File: src/rtl/multicycle_control.sv
// multicycle_control: FSM sequencing a multi-cycle RISC-V datapath (addi/lw/sw/beq/bne).
// Define MULTICYCLE_RETIRE_CNT_EN to build the retired-instruction counter.
module multicycle_control #(
    parameter int OPCODE_W  = 7,
    parameter int ALUCTRL_W = 3,
    parameter int IMMSRC_W  = 2,
    parameter int CNT_W     = 32
) (
    input  logic                 clk,
    input  logic                 rst_n,
    input  logic [OPCODE_W-1:0]  instr_opcode,
    input  logic [2:0]           funct3,
    input  logic                 EQ,
    input  logic                 mem_ready,
    output logic                 MemReq,
    output logic                 MemWrite,
    output logic                 IRWrite,
    output logic                 PCWrite,
    output logic                 PCsrc,
    output logic                 RegWrite,
    output logic [ALUCTRL_W-1:0] ALUctrl,
    output logic                 ALUsrc,
    output logic [IMMSRC_W-1:0]  ImmSrc,
    output logic                 ResultSrc,
    output logic                 Illegal,
    output logic [CNT_W-1:0]     retired
);
    localparam logic [OPCODE_W-1:0] OP_ADDI = OPCODE_W'(7'b0010011);
    localparam logic [OPCODE_W-1:0] OP_LW   = OPCODE_W'(7'b0000011);
    localparam logic [OPCODE_W-1:0] OP_SW   = OPCODE_W'(7'b0100011);
    localparam logic [OPCODE_W-1:0] OP_BR   = OPCODE_W'(7'b1100011);

    typedef enum logic [2:0] {FETCH, DECODE, EXEC, MEM, WB, HALT} state_t;

    state_t              state, state_n;
    logic [OPCODE_W-1:0] op_q;
    logic                is_lw, is_sw, is_br, legal, taken, in_instr;

    assign is_lw    = op_q == OP_LW;
    assign is_sw    = op_q == OP_SW;
    assign is_br    = op_q == OP_BR;
    assign legal    = instr_opcode inside {OP_ADDI, OP_LW, OP_SW, OP_BR};
    assign taken    = is_br && ((funct3 == 3'b000 && EQ) || (funct3 == 3'b001 && !EQ));
    assign in_instr = state inside {EXEC, MEM, WB};

    // Datapath selects stay stable for the rest of the instruction once decoded
    assign ALUctrl = in_instr && is_br ? ALUCTRL_W'(7) : '0;
    assign ALUsrc  = in_instr && !is_br;
    assign ImmSrc  = !in_instr ? '0 : is_sw ? IMMSRC_W'(1) : is_br ? IMMSRC_W'(2) : '0;

    always_ff @(posedge clk or negedge rst_n) begin
        if (!rst_n) begin
            state   <= FETCH;
            op_q    <= '0;
            Illegal <= 1'b0;
        end else begin
            state <= state_n;
            if (state == DECODE) begin
                op_q <= instr_opcode;
                if (!legal) Illegal <= 1'b1;
            end
        end
    end

    always_comb begin
        state_n   = state;
        MemReq    = 1'b0;
        MemWrite  = 1'b0;
        IRWrite   = 1'b0;
        PCWrite   = 1'b0;
        PCsrc     = 1'b0;
        RegWrite  = 1'b0;
        ResultSrc = 1'b0;
        case (state)
            FETCH: begin
                MemReq  = 1'b1;
                IRWrite = mem_ready;
                PCWrite = mem_ready;
                state_n = mem_ready ? DECODE : FETCH;
            end
            DECODE: state_n = legal ? EXEC : HALT;
            EXEC: begin
                PCWrite = taken;
                PCsrc   = taken;
                state_n = is_br ? FETCH : (is_lw || is_sw) ? MEM : WB;
            end
            MEM: begin
                MemReq   = 1'b1;
                MemWrite = is_sw;
                state_n  = !mem_ready ? MEM : is_lw ? WB : FETCH;
            end
            WB: begin
                RegWrite  = 1'b1;
                ResultSrc = is_lw;
                state_n   = FETCH;
            end
            default: ;
        endcase
    end

`ifdef MULTICYCLE_RETIRE_CNT_EN
    logic retire;
    assign retire = state == WB || (state == MEM && mem_ready && is_sw) || (state == EXEC && is_br);

    always_ff @(posedge clk or negedge rst_n) begin
        if (!rst_n) retired <= '0;
        else if (retire) retired <= retired + CNT_W'(1);
    end
`else
    assign retired = '0;
`endif
endmodule

File: config.mk
export PLATFORM = sky130hd
export DESIGN_NAME = multicycle_control
export DESIGN_NICKNAME = d
export VERILOG_FILES = /design/src/rtl/multicycle_control.sv
export SDC_FILE = /design/constraint.sdc
export NUM_CORES = 1
export LEC_CHECK = 0
export ABC_AREA = 1
export CAP_MARGIN = 10
export CORE_MARGIN = 2
export CORE_UTILIZATION = 38
export CTS_BUF_LIST = sky130_fd_sc_hd__clkbuf_4
export DETAILED_ROUTE_END_ITERATION = 10
export PLACE_DENSITY = 0.9
export SLEW_MARGIN = 20
export SYNTH_ARGS = -nofsm -noshare
export SYNTH_HDL_FRONTEND = slang
export SYNTH_SLANG_ARGS = --single-unit
File: constraint.sdc
create_clock -name clk -period 1.5 [get_ports clk]
set_input_delay 0.3 -clock clk [delete_from_list [all_inputs] [get_ports clk]]
set_output_delay 0.3 -clock clk [all_outputs]
set_load 0.01 [all_outputs]
## Word level (Yosys, flattened, before mapping)

Index checks and enable logic that the tools add are counted.

- Reduce and logical (&&, ||, !) cells: 16
- Eq/ne operators: 12
- Mux-type cells: 18
- $add $sub $neg: 0
- Bitwise gates (word level): 1
- Divide/modulo/power cells: 0
- Shift operators: 0
- Magnitude comparators: 0
- $mul: 0

Operators by type and width:

| operator | count |
|---|---|
| 2-to-1 mux 3 bit | 6 |
| case mux 3 bit (5 select lines) | 1 |
| equality test 7 x 2 -> 1 bit (second input constant) | 2 |
| equality test 7 x 6 -> 1 bit (second input constant) | 2 |
| equality test 7 bit (second input constant) | 2 |
| equality test 7 x 5 -> 1 bit (second input constant) | 1 |
| 2-to-1 mux 1 bit | 7 |
| equality test 3 x 1 -> 1 bit (second input constant) | 2 |
| equality test 3 x 2 -> 1 bit (second input constant) | 2 |
| zero test 3 bit | 2 |
| 2-to-1 mux 2 bit | 3 |
| logical AND 1 bit | 5 |
| nonzero test 5 bit | 1 |
| nonzero test 4 bit | 1 |
| equality test 3 bit (second input constant) | 1 |
| nonzero test 3 bit | 1 |
| zero test 1 bit | 2 |
| logical OR 1 bit | 2 |
| case mux 1 bit (2 select lines) | 1 |
| AND reduction 2 bit | 1 |
| OR reduction 2 bit | 1 |
| inverter 1 bit | 1 |

- Word-level logic and storage cells: 50
- Output and inout bits: 46
- Register bits after elaboration: 11
- Memories kept: 0
- RAM bits: 0
- ROM bits: 0
- Latch bits: 0

## Logic depth before layout (Yosys ltp)

Gate-level depths: netlist (run 1).

- Depth after elaboration: 5
- Depth in mapped cells: 9

## Worst setup path before layout (run 1)

OpenSTA, ideal clock, no wires.

- Path kind: register to output
- Start point: reg op_q[2]
- End point: out ALUctrl[1]
- Cell stages (with the launch flop): 7
- Path slack: 0.010 ns
- Arrival time: 1.190 ns
- Path through: dfrtp_1 inv_2 nand2_1 nor2_1 nand4_1 nor2_1 buf_4

- Longest elaborated chain between the ends: 3

RTL lines:

| element | line | RTL |
|---|---|---|
| start: declaration | 36 | `logic [OPCODE_W-1:0] op_q;` |
| start signal: assignment | 59 | `op_q <= instr_opcode;` |
| equality test 7 bit | 41 | `assign is_br = op_q == OP_BR;` |
| logical AND 1 bit | 47 | `assign ALUctrl = in_instr && is_br ? ALUCTRL_W'(7) : '0;` |
| 2-to-1 mux 3 bit | 47 |  |
| end: declaration | 21 | `output logic [ALUCTRL_W-1:0] ALUctrl,` |

Every way passes these cells.

## Final worst setup path (run 1)

- Start point: reg op_q[2]
- End point: out PCWrite

- Longest elaborated chain between the ends: 3

RTL lines:

| element | line | RTL |
|---|---|---|
| equality test 7 bit | 41 |  |
| logical AND 1 bit | 43 | `assign taken = is_br && ((funct3 == 3'b000 && EQ) \|\| (funct3 == 3'b001 && !EQ));` |
| case mux 1 bit (2 select lines) | 74 | `case (state)` |
| end: declaration | 18 | `output logic PCWrite,` |

Every way passes these cells.

==> flow_summary.json, run 1 <==
{
  "p_sw_share_pct": 27.8,
  "tns_ns": -2.07,
  "synth_cells": 141,
  "syn_area_um2": 970,
  "multi_input_area_um2": 609,
  "final_layout_size_suffix_gt1_share_pct": 50.9,
  "clk_path_buf_depth": 2,
  "ys_seq_area_share_pct": 28.4,
  "cts_made_buffers": 3,
  "hold_buffers": 0,
  "ys_types": 21,
  "drt_iter0_markers": 19,
  "place_ws_ns": -0.611,
  "n_antenna_cell": 0,
  "final_nets": 227,
  "rsz0062_at_grt": "true",
  "routabilityCongestion": 0.808,
  "finalClockSkew_ns": 0.00610,
  "leakagePower_nw": 0.880,
  "num_vias": 1036,
  "stdcell_count": 242,
  "dp_hpwl_um": 1600,
  "synthArstFlopShare_pct": 100,
  "final-seq-area_um2": 277,
  "cp.required_ns": 1.20,
  "final-max-slew-violation-count": 0,
  "post-route-min-period_ns": 1.77,
  "die_h_um": 54.5,
  "wirelength_um": 2670,
  "io_pins": 60,
  "comb_power_share_pct": 16.8,
  "die_area_um2": 2970,
  "cts-root-buf": "clkbuf_4",
  "cts_num_sinks": 11,
  "portBuffers": 27,
  "die_w_um": 54.5,
  "clock_latency_ns": 0.27,
  "coreArea_um2": 2450,
  "drc": 0,
  "syn_to_final_growth_pct": 73.9,
  "crit_path_max_fanout": 2,
  "ys.flop_type": "dfrtp_1",
  "grt_pass1_vias": 918,
  "crit_path_end_kind": "output port",
  "antenna_found_initial": 0,
  "grt_usage_pct": 17.0,
  "synthTopCellsByCount": "nand2_1 (37), buf_4 (35), nor2_1 (15), inv_1 (12), dfrtp_1 (11)",
  "grt_pass1_wl_um": 3640,
  "ys_seq_elements": 11,
  "cts_max_level": 1,
  "p_sw_uw": 167,
  "routedWlPerCell_um": 11.0,
  "dr.pass1.iters": 4,
  "yosysMostFrequentCell": "nand2_1",
  "p_seq_share_pct": 49.3,
  "criticalPathCategory": "reg -> out",
  "powerDensity_nw_per_um2": 356,
  "clkPwrFrac_pct": 33.9,
  "slew_headroom_pct": 65.1,
  "cts_tree": "built",
  "grt_max_degree": 12,
  "cts.reportedPaths.clkPinSlew_ns": 0.08,
  "hp-class": "in -> async",
  "gr-total-overflow": 0,
  "vdd_drop_max_mv": 0.393,
  "power.internal_uw": 434,
  "filler_cell_count": 206,
  "placed_cells": 214,
  "synth_edf_count": 0,
  "synth_top_area_cell": "dfrtp_1",
  "hold_viol_final": 0,
  "num_rows": 18,
  "utilization_pct": 68.7,
  "fmax_ghz": 0.566,
  "synth_top_cells_by_area": "dfrtp_1 (28%), buf_4 (27%), nand2_1 (14%), nor2_1 (5.8%), inv_1 (4.6%)",
  "violations": "negative setup slack",
  "vias_per_cell": 4.28,
  "synth_top_cell_area_share_pct": 28.4,
  "min_period_over_period_pct": 118,
  "ant_nets": 0,
  "drv_cap": 0,
  "startpoint_type": "register",
  "arrival_ns": 1.47,
  "fin_ws_ns": -0.266,
  "finalSetupViolations": 13,
  "start_util_pct": 39.5,
  "status": "complete, but fails checks",
  "power_uw": 601,
  "tightest_slew_ns": 0.522,
  "avgSynthCellArea_um2": 6.88,
  "yosysWarnings": 0
}
==> power groups by stage <==
stage,Sequential [mW],Clock [mW],Combinational (mW)
3_3_place_gp,0.302,0,0.0946
2_1_floorplan,0.302,0,0.108
6_report,0.296,0.204,0.101
3_5_place_dp,0.302,0,0.0959
4_1_cts,0.296,0.209,0.0963
5_1_grt,0.296,0.219,0.114
==> metal layers <==
metal,GRT usage [%],wire length (um),vias to the layer above
met3,2.19,202,9
met2,35.9,1530,53
li1,-,-,504
met1,16.5,883,470
met4,5.00,52,0
met5,0,0,-
==> area by class of cell <==
class | count | share of cell area [%]
Clock inverter | 1 | 0.297
Inverter | 18 | 4.45
Multi-Input combinational cell | 107 | 36.1
Timing Repair Buffer | 72 | 39.2
Sequential cell | 11 | 16.4
Tap cell | 30 | 2.23
Clock buffer | 3 | 1.34
==> registers in the layout (all words and copies together) (netlist names) <==
signal and flops:
Illegal 1, state 3, op_q 7
==> cells in the final DEF, fill, tap and decap left out, drive strengths merged, types with 4 or more instances in the layout <==
master,netlist,routed
inv,18,18
dfrtp,11,11
nand2,38,38
clkdlybuf4s50,0,14
nor2,18,18
buf,36,57
o21ai,8,8
clkbuf,0,4
conb,1,32
==> what timing repair did <==
item,CTS,global route
cloned,0,1
pin swaps,11,15
endpoints found under the setup margin,13,24
gates resized for setup,80,40
setup buffers,25,7
==> through the flow <==
step / hold slack, ns / instance area, um^2
finish: 0.367 / 1690
global route: 0.398 / 1690
CTS: 0.379 / 1530
detailed placement: 0.456 / 1280
global placement: 0.449 / 1280
floorplan: 0.00441 / 1090
==> logic make-up after synthesis <==
| group | share of synthesized area, % |
|---|---|
| DFF | 28.4 |
| buffers and inverters | 34.6 |
| other | 0.387 |
| AOI/OAI and AO/OA | 6.32 |
| and+or+nand+nor | 30.3 |
==> critical path, stage by stage, from the launching register on <==
cell and delay [ns]:
dfrtp_1 0.37, inv_2 0.06, nand2_2 0.06, nor2_4 0.08, nand4_1 0.10, buf_4 0.17, inv_4 0.05, nand3_2 0.07
o21ai_1 0.08, buf_2 0.14
==> worst paths after layout <==
kind                                from  endpoint  depth (start not counted)  slack, ns
worst min register to register   Illegal   Illegal                          2       0.47
worst max-delay path             op_q[2]   PCWrite                          9      -0.27
worst max register to register  state[0]  state[0]                         10       0.04
min in group clk                 Illegal   Illegal                          2       0.47
worst min-delay path               rst_n   op_q[3]                          1       0.37
max in group asynchronous          rst_n  state[2]                          1       0.76
Note: power is estimated with default switching activity, not from simulation.
==> inputs of run 2 (changes only) <==
Settings changed: GPL_TIMING_DRIVEN from default to 0.
==> flow_summary.json, run 2 (synthesis gave the netlist of run 1 again) <==
{
  "status": "complete, but fails checks",
  "violations": "negative setup slack",
  "startpoint_type": "register",
  "grt_max_degree": 12,
  "largest_register_ffs": 7,
  "ant_nets": 0,
  "die_h_um": 54.5,
  "post-route-min-period_ns": 1.86,
  "syn_to_final_growth_pct": 71.1,
  "drc": 0,
  "rsz0062_at_grt": "true",
  "cp.required_ns": 1.20,
  "stdcell_count": 252,
  "vdd_drop_max_mv": 0.351,
  "clk_path_buf_depth": 2,
  "leakagePower_nw": 0.938,
  "crit_path_end_kind": "output port",
  "r2r_start": "op_q[0]",
  "portBuffers": 27,
  "crit_path_max_fanout": 3,
  "n_antenna_cell": 0,
  "final-max-slew-violation-count": 0,
  "dpl-instance-area_um2": 1390,
  "finalSetupViolations": 12,
  "coreArea_um2": 2450,
  "cts_num_sinks": 11,
  "clock_latency_ns": 0.26,
  "layout_common_cells": "buf_4 (45), conb_1 (32), nand2_1 (29)",
  "antenna_found_initial": 0,
  "cp_top_family": "buffers and inverters",
  "cts.reportedPaths.clkPinSlew_ns": 0.07,
  "cts_made_buffers": 3,
  "hp-class": "in -> async",
  "cts-root-buf": "clkbuf_4",
  "cts_tree": "built",
  "grt_usage_pct": 15.4,
  "final_nets": 237,
  "drt_iter0_markers": 11,
  "place_ws_ns": -0.643,
  "grt_pass1_vias": 841,
  "crit_path_start": "op_q[3]",
  "grt_pass1_wl_um": 3280,
  "min_period_over_period_pct": 124,
  "final_common_cell": "buf_4",
  "drv_cap": 0,
  "criticalPathCategory": "reg -> out",
  "routedWlPerCell_um": 9.15,
  "arrival_ns": 1.56,
  "hold_viol_final": 0,
  "dr.pass1.iters": 4,
  "routabilityCongestion": 0.772,
  "largest-register": "op_q",
  "powerDensity_nw_per_um2": 400,
  "gr-total-overflow": 0,
  "wirelength_um": 2310,
  "num_rows": 18,
  "num_vias": 1003,
  "io_pins": 60,
  "fmax_ghz": 0.538,
  "start_util_pct": 39.5,
  "die_area_um2": 2970,
  "placed_cells": 229,
  "fin_ws_ns": -0.360,
  "die_w_um": 54.5,
  "cts_max_level": 1,
  "finalClockSkew_ns": 0.00249,
  "worst-path-buf-inv": 4,
  "hold_buffers": 0,
  "dp_hpwl_um": 1570,
  "final_layout_size_suffix_gt1_share_pct": 48.2,
  "slowest_stage": "dfrtp_1",
  "fin_area_um2": 1660,
  "slowest_delay_ns": 0.38,
  "vias_per_cell": 3.98,
  "path_cells": "inv_2 > nand2_2 > nor2_4 > nand4_1 > buf_4 > inv_4 > nand3_2 > o21ai_1 > buf_2",
  "reg_top3": "op_q x7, state x3, Illegal x1",
  "utilization_pct": 67.6
}
[run 2: path summary, 6_finish.rpt]
check / slack (ns) / end / cells past startpoint
setup / recovery: -0.36 / PCWrite / 9
hold / removal: 0.37 / op_q[4] / 1
setup reg to reg: 0.02 / state[1] / 10
hold reg to reg: 0.47 / Illegal / 2
max in group asynchronous: 0.78 / state[0] / 1
min in group clk: 0.47 / Illegal / 2
[run 2: stage by stage]
stage	hold slack [ns]	TNS [ns]	power, mW
after floorplan	0.00441	0	0.410
after global placement	0.451	-4.36	0.455
after detailed placement	0.459	-4.93	0.456
after CTS	0.379	-2.59	0.669
after global routing	0.399	-4.39	0.711
final	0.368	-3.03	0.664
[run 2: where the power goes]
group | internal, mW | total [mW] | leakage (nW) | switching (mW)
Clock | 0.121 | 0.210 | 0.0184 | 0.0888
Sequential | 0.296 | 0.296 | 0.0956 | 0
Combinational | 0.0887 | 0.158 | 0.824 | 0.0688
Total | 0.506 | 0.664 | 0.938 | 0.158
[run 2: repair_timing]
action                     4_1_cts  5_1_grt
resized for setup               77       21
hold endpoints to repair         0        0
setup endpoints to repair       13       15
pin swaps                        6       13
buffers inserted                17        4
[run 2: routing by layer]
metal	vias to the layer above	part of all wire (%)	wire, um	global-route usage, %
li1	527	-	-	-
met1	433	36	835	15.3
met2	41	55	1270	30.9
met3	2	8.3	192	2.46
met4	0	0.43	10	6.25
met5	-	0	0	0
[run 2: area by class of cell]
| class | instances | area (um^2) |
|---|---|---|
| sequential | 11 | 278 |
| timing repair buffer | 46 | 393 |
| clock buffer | 4 | 30.0 |
| inverter | 18 | 75.1 |
| tap | 30 | 37.5 |
| buffer | 36 | 282 |
| multi-input combinational | 107 | 564 |
| fill | 208 | 796 |
[run 2: worst reg2reg max path, cell delays in order (launching register included)]
cell	delay [ns]
dfrtp_1	0.39
nand2_2	0.10
nor2_4	0.05
buf_4	0.13
buf_6	0.10
buf_6	0.10
buf_6	0.12
nand2_4	0.08
nand2_4	0.06
a21oi_2	0.12
o211ai_1	0.10
